### src/rtl/ripple_count_sampler.sv
// ripple_count_sampler: synchronises a free-running ripple counter into clk and
// accumulates its increments over a programmable window, returned on valid/ready.
module ripple_count_sampler #(
    parameter int CNT_W = 4,
    parameter int ACC_W = 16,
    parameter int WIN_W = 16
) (
    input  logic             clk,
    input  logic             rst,
    input  logic [CNT_W-1:0] ripple_q,
    input  logic             start,
    input  logic [WIN_W-1:0] win_len,
    output logic             busy,
    output logic             res_valid,
    input  logic             res_ready,
    output logic [ACC_W-1:0] res_count,
    output logic             res_ovf
);
    typedef enum logic [1:0] {IDLE, ARM, MEASURE, DONE} state_t;
    state_t state_q, state_d;
    logic [CNT_W-1:0] s1_q, s2_q, s3_q, base_q, base_d, delta;
    logic [WIN_W-1:0] win_reg_q, win_reg_d, win_cnt_q, win_cnt_d;
    logic [ACC_W-1:0] acc_q, acc_d;
    logic [ACC_W:0] sum;
    logic ovf_q, ovf_d, stable, last;

    always_ff @(posedge clk or posedge rst) begin
        if (rst) begin
            state_q   <= IDLE;
            s1_q      <= '0;
            s2_q      <= '0;
            s3_q      <= '0;
            base_q    <= '0;
            win_reg_q <= '0;
            win_cnt_q <= '0;
            acc_q     <= '0;
            ovf_q     <= 1'b0;
        end else begin
            state_q   <= state_d;
            s1_q      <= ripple_q;
            s2_q      <= s1_q;
            s3_q      <= s2_q;
            base_q    <= base_d;
            win_reg_q <= win_reg_d;
            win_cnt_q <= win_cnt_d;
            acc_q     <= acc_d;
            ovf_q     <= ovf_d;
        end
    end

    // A repeated sample cannot be a ripple intermediate code
    assign stable = s2_q == s3_q;
    assign delta  = s2_q - base_q;
    assign sum    = {1'b0, acc_q} + (ACC_W+1)'(delta);
    assign last   = win_cnt_q == win_reg_q - WIN_W'(1);

    always_comb begin
        state_d = state_q;
        case (state_q)
            IDLE:    if (start) state_d = ARM;
            ARM:     if (stable) state_d = win_reg_q == '0 ? DONE : MEASURE;
            MEASURE: if (last) state_d = DONE;
            DONE:    if (res_ready) state_d = IDLE;
            default: state_d = IDLE;
        endcase
    end

    always_comb begin
        win_reg_d = win_reg_q;
        win_cnt_d = win_cnt_q;
        base_d    = base_q;
        acc_d     = acc_q;
        ovf_d     = ovf_q;
        if (state_q == IDLE && start) begin
            win_reg_d = win_len;
            acc_d     = '0;
            ovf_d     = 1'b0;
        end
        if (state_q == ARM && stable) begin
            base_d    = s2_q;
            win_cnt_d = '0;
        end
        if (state_q == MEASURE) begin
            win_cnt_d = win_cnt_q + WIN_W'(1);
            if (stable) begin
                base_d = s2_q;
                acc_d  = sum[ACC_W] ? '1 : sum[ACC_W-1:0];
                ovf_d  = ovf_q | sum[ACC_W];
            end
        end
    end

    always_comb begin
        busy      = state_q != IDLE;
        res_valid = state_q == DONE;
        res_count = acc_q;
        res_ovf   = ovf_q;
    end
endmodule
### config.mk
export PLATFORM = sky130hd
export DESIGN_NAME = ripple_count_sampler
export DESIGN_NICKNAME = d
export VERILOG_FILES = /design/src/rtl/ripple_count_sampler.sv
export SDC_FILE = /design/constraint.sdc
export NUM_CORES = 1
export LEC_CHECK = 0
export CAP_MARGIN = 20
export CORE_MARGIN = 3
export CORE_UTILIZATION = 40
export DETAILED_ROUTE_END_ITERATION = 10
export HOLD_SLACK_MARGIN = 0.06
export SLEW_MARGIN = 30
export SYNTH_ARGS = -nofsm -noshare
export SYNTH_HDL_FRONTEND = slang
export SYNTH_SLANG_ARGS = --single-unit
### constraint.sdc
create_clock -name clk -period 3.88 [get_ports clk]
set_input_delay 0.388 -clock clk [delete_from_list [all_inputs] [get_ports clk]]
set_output_delay 0.388 -clock clk [all_outputs]
set_load 0.1 [all_outputs]
Word-level counts from Yosys, hierarchy flattened
Index checks and enable logic that the tools add are counted. Widths: inputs -> output; s select.

Flip-flop bits (word level): 67. Bits in latches: 0. Bits in writable memories: 0. ROM bits: 0. Bits of input ports: 24. Logic and storage cells: 48. Memories: 0.

Add/sub/neg operators: 4. Multiply operators: 0. Divide/modulo/power cells: 0. Magnitude comparators: 0. Equality and inequality tests: 9. Shifts and indexed selects: 0. Multiplexer cells: 18. Bitwise logic cells: 1. Reductions and logical operators: 7.

Operator list (number): $mux 16 (6); $add 16x4->17 (1); $add 16x1->16 const B (1); $eq 16x16->1 (1); $logic_not 16->1 (1); $sub 16x1->16 const B (1); $mux 4 (3); $mux 2 (4); $pmux 2 s4 (1); $ne 2x2->1 const B (3); $eq 2x2->1 const B (2); $eq 4x4->1 (1); $mux 1 (4); $reduce_and 4->1 (1); $reduce_bool 2->1 (2); $sub 4x4->4 (1); $eq 2x1->1 const B (1); $logic_and 1x1->1 (2); $logic_not 2->1 (1); $ne 2x1->1 const B (1); $or 1x1->1 (1).

Depth between registers and ports, before layout
Word-level depth: 5. Gate-level depth with buffers: 13. Gate-level depth less buffers: 13.

Least setup slack after synthesis
OpenSTA, ideal clock, no wires.

Path type: register to register. Start: register acc_q[0], in the netlist res_count[0]. End: register acc_q[11], in the netlist res_count[11]. Arrival: 3.026 ns. Data required time: 3.786 ns. Setup slack: 0.760 ns. Stages on the path, launching flop included: 11. Buffers on the path: 0. Clock period less this slack: 3.120 ns. Path through: dfrtp_1 -> ha_1 -> inv_1 -> fa_1 -> nor2b_1 -> o21ai_0 -> and2_1 -> or4_1 -> a21oi_1 -> nor2_1 -> a211oi_1.

Longest elaborated chain between the ends: 4.

RTL lines: start, declared (line 23) `logic [ACC_W-1:0] acc_q, acc_d;`; start signal, assigned (line 36) `acc_q <= '0;`; start signal, assigned (line 46) `acc_q <= acc_d;`; $add 16x4->17 (line 54) `assign sum = {1'b0, acc_q} + (ACC_W+1)'(delta);`; $mux 16 (line 87) `acc_d = sum[ACC_W] ? '1 : sum[ACC_W-1:0];`; $mux 16 (line 85) `if (stable) begin`; $mux 16 (line 83) `if (state_q == MEASURE) begin`; net acc_d[11] (line 23).

The timed path passes the listed nets, and every way through them passes these cells. A chain may end at the register's enable or synchronous reset.

Worst setup path in the final report
Start: register s2_q[0]. End: register acc_q[13], in the netlist res_count[13].

Longest elaborated chain between the ends: 5. Elaborated cells between the ends (all ways): 6.

RTL lines: start, declared (line 21) `logic [CNT_W-1:0] s1_q, s2_q, s3_q, base_q, base_d, delta;`; start signal, assigned (line 41) `s2_q <= s1_q;`; $sub 4x4->4 (line 53) `assign delta = s2_q - base_q;`; $add 16x4->17 (line 54); $mux 16 (line 87); $mux 16 * (line 85); $mux 16 * (line 83); net acc_d[13] (line 23).

Mark *: on every way through the listed nets, which the timed path passes. The rest lies on a longest branch.

==> reports/metrics.yaml <==
synth_top_area_share_pct: 43.8
antenna_left: 0
hpwlAfterDp_mm: 6.09
fmax_mhz: 301
drt_wl_total_mm: 8.39
place.gp.congestion: 0.802
cts-root-buf: "clkbuf_8"
place_ws_ps: 586
rrSetupSlack_ps: 560
post-route-period-util_pct: 85.6
cp-endpoint: "res_count[13]$_DFF_PP0_"
relSlewSlack_pct: 34.1
synth_cells: 389
nets: 471
worst_slew_pin_slew_ps: 985
arrival_ps: 3570
end_kind: "register"
netSwitchingFraction_pct: 45.1
ios: 43
setup_viol: 0
fin_area_um2: 4620
cts_buffers: 9
nFillCells: 897
fp-row-count: 35
dominantRegCellSynth: "dfrtp_1"
synth_edf_count: 0
rsz0062_at_grt: "no"
critPathKind: "register to register"
setup_tns_ps: 0
p_per_area_nw_per_um2: 637
die_area_um2: 10800
dieWidth_um: 104
p_int_mw: 1.62
cts_sinks: 67
yosysMostFrequentCell: "dfrtp_1"
synth_cell_type_count: 56
slew_viol_final: 0
synth-seq-cells: 67
syn_to_final_growth_pct: 20.7
combinationalPowerShare_pct: 44.6
p_leak_nw: 2.02
hold_viol_final: 0
synth_top_cell_by_area: "dfrtp_1"
power_frac_clock_pct: 24.5
antenna_found_initial: 0
hold_buffers: 0
cts_setup_buffers: 0
ys_top_cells_by_area: "dfrtp_1, mux2_2, ha_1"
cts-resized-gates: 0
grt_start_max_net_pins: 37
clock_path_buffers: 2
synth_fp_nets: 429
crit_required_ps: 4130
cp-start-kind: "register"
synthArstFlopShare_pct: 100
hp-class: "register to register"
critPathMaxFanout: 5
r2r-end: "res_count[13]$_DFF_PP0_"
antennaDiodeCount: 0
grt-ovfl-total: 0
grt_pass1_vias: 2834
track_usage_pct: 16.2
switching_power_mw: 1.33
dpl-instance-area_um2: 4380
clk_pin_slew_worst_paths_ps: 80
via_per_inst: 5.25
synth-seq-area-share_pct: 43.8
vias: 2969
syn_area_um2: 3830
core_um2: 9280
grt_pass1_wl_mm: 14.3
synthTopCellsByCount: "dfrtp_1, nand2_1, nand3_1, inv_1, nor2_1"
final_util_pct: 49.8
drt_first_pass_iters: 5
drc_errors: 0
worst_slack_ps: 557
timing.rr.start: "s2_q[0]$_DFF_PP0_"
max_cap_viol_count: 0
yosysWarnings: 0
status: "completed"
rr_worst_depth: 13
period_needed_ps: 3320
tritoncts: "built"
p_seq_share_pct: 30.9
io_buffers: 42
routedWlPerCell_um: 14.8
htree_levels: 3
critPathLaunch: "s2_q[0]$_DFF_PP0_"
fp.dieH_um: 104
drtIter0Drc: 92
start_util_pct: 41.3
ir_worst_vdd_mv: 0.641
finClkSkew_ps: 15.1
clkLatencyLatePin_ps: 350
drive_above_1_share_pct: 12.2
syn_area_per_cell_um2: 9.85
hold_ws_ps: 356
-- metal layers --
layer  GRT usage, %  vias up  wire, µm
li1               -     1485         -
met1           21.3     1420      3850
met2           26.7       56      4160
met3           3.54        8       270
met4           5.41        0       106
met5              0        -         0
-- through the flow --
stage	power, mW	std cells
6_report	2.95	565
3_5_place_dp	2.23	549
5_1_grt	3.11	565
3_3_place_gp	2.22	549
4_1_cts	2.97	565
2_1_floorplan	1.92	389
-- worst min-delay path by stage --
stage                       from                end  slack [ps]  cells past startpoint
2_1_floorplan  s1_q[0]$_DFF_PP0_  s2_q[0]$_DFF_PP0_         330                      0
3_3_place_gp   s1_q[2]$_DFF_PP0_  s2_q[2]$_DFF_PP0_         330                      0
3_5_place_dp   s1_q[1]$_DFF_PP0_  s2_q[1]$_DFF_PP0_         340                      0
4_1_cts        s1_q[1]$_DFF_PP0_  s2_q[1]$_DFF_PP0_         350                      0
5_1_grt        s1_q[2]$_DFF_PP0_  s2_q[2]$_DFF_PP0_         370                      0
6_report       s1_q[1]$_DFF_PP0_  s2_q[1]$_DFF_PP0_         360                      0
-- flip-flops by register name, summed over array words and instances (netlist names) --
register	cells
res_count	16
win_cnt_q	16
win_reg_q	16
base_q	4
s1_q	4
s2_q	4
s3_q	4
state_q	2
res_ovf	1
-- cells in the final DEF (no fill, tap or decap), types with 3 or more instances in the layout --
cell / instances
nor2b_1: 4
xor2_1: 12
nand4_1: 4
a21o_1: 3
mux2i_1: 4
nor2_1: 23
or4_1: 3
bufinv_16: 3
clkbuf_8: 9
mux2_2: 19
buf_4: 4
a31oi_1: 9
nand3_1: 25
o31ai_1: 5
clkdlybuf4s50_1: 42
a211oi_1: 8
and3_1: 6
and2_1: 3
xnor2_1: 20
o21ai_0: 16
dfrtp_1: 67
a21oi_1: 13
nand2_1: 32
inv_6: 3
inv_1: 22
nor4_1: 5
ha_1: 14
o21ai_1: 3
nor3_1: 12
and4_1: 3
-- cells by family after synthesis --
logic type,Yosys count,share of synthesized area [%]
multiplexers,23,6.63
flip-flops,67,43.8
XOR/XNOR,32,7.32
adder cells (fa/ha/maj),16,5.62
AND/OR/NAND/NOR,137,19.2
AO/OA/AOI/OAI,76,13.5
buffers and inverters,38,3.95
-- power by group through the flow --
| stage | registers [mW] | clock network, mW | logic (mW) |
|---|---|---|---|
| after floorplan | 1.44 | 0 | 0.486 |
| after global placement | 0.919 | 0 | 1.30 |
| after detailed placement | 0.918 | 0 | 1.31 |
| after CTS | 0.908 | 0.746 | 1.31 |
| after global routing | 0.927 | 0.775 | 1.41 |
| final | 0.909 | 0.723 | 1.31 |
-- area by class of cell --
cell class	instances	area, µm²	area share (%)
Multi-Input combinational cell	284	2000	43.3
Tap cell	129	161	3.49
Inverter	23	86.3	1.87
Clock inverter	7	121	2.63
Clock buffer	9	124	2.68
Timing Repair Buffer	46	450	9.75
Sequential cell	67	1680	36.3
-- critical path, stage by stage (launching register included) --
cell and delay, ps:
dfrtp_1 400, inv_1 80, ha_1 150, inv_1 60
fa_1 500, inv_1 60, fa_1 430, nor2b_1 140
o21ai_0 130, and2_1 210, or4_1 630, o21ai_0 120
a21oi_1 80, a211oi_1 230
Note: power is estimated with default switching activity, not from simulation.
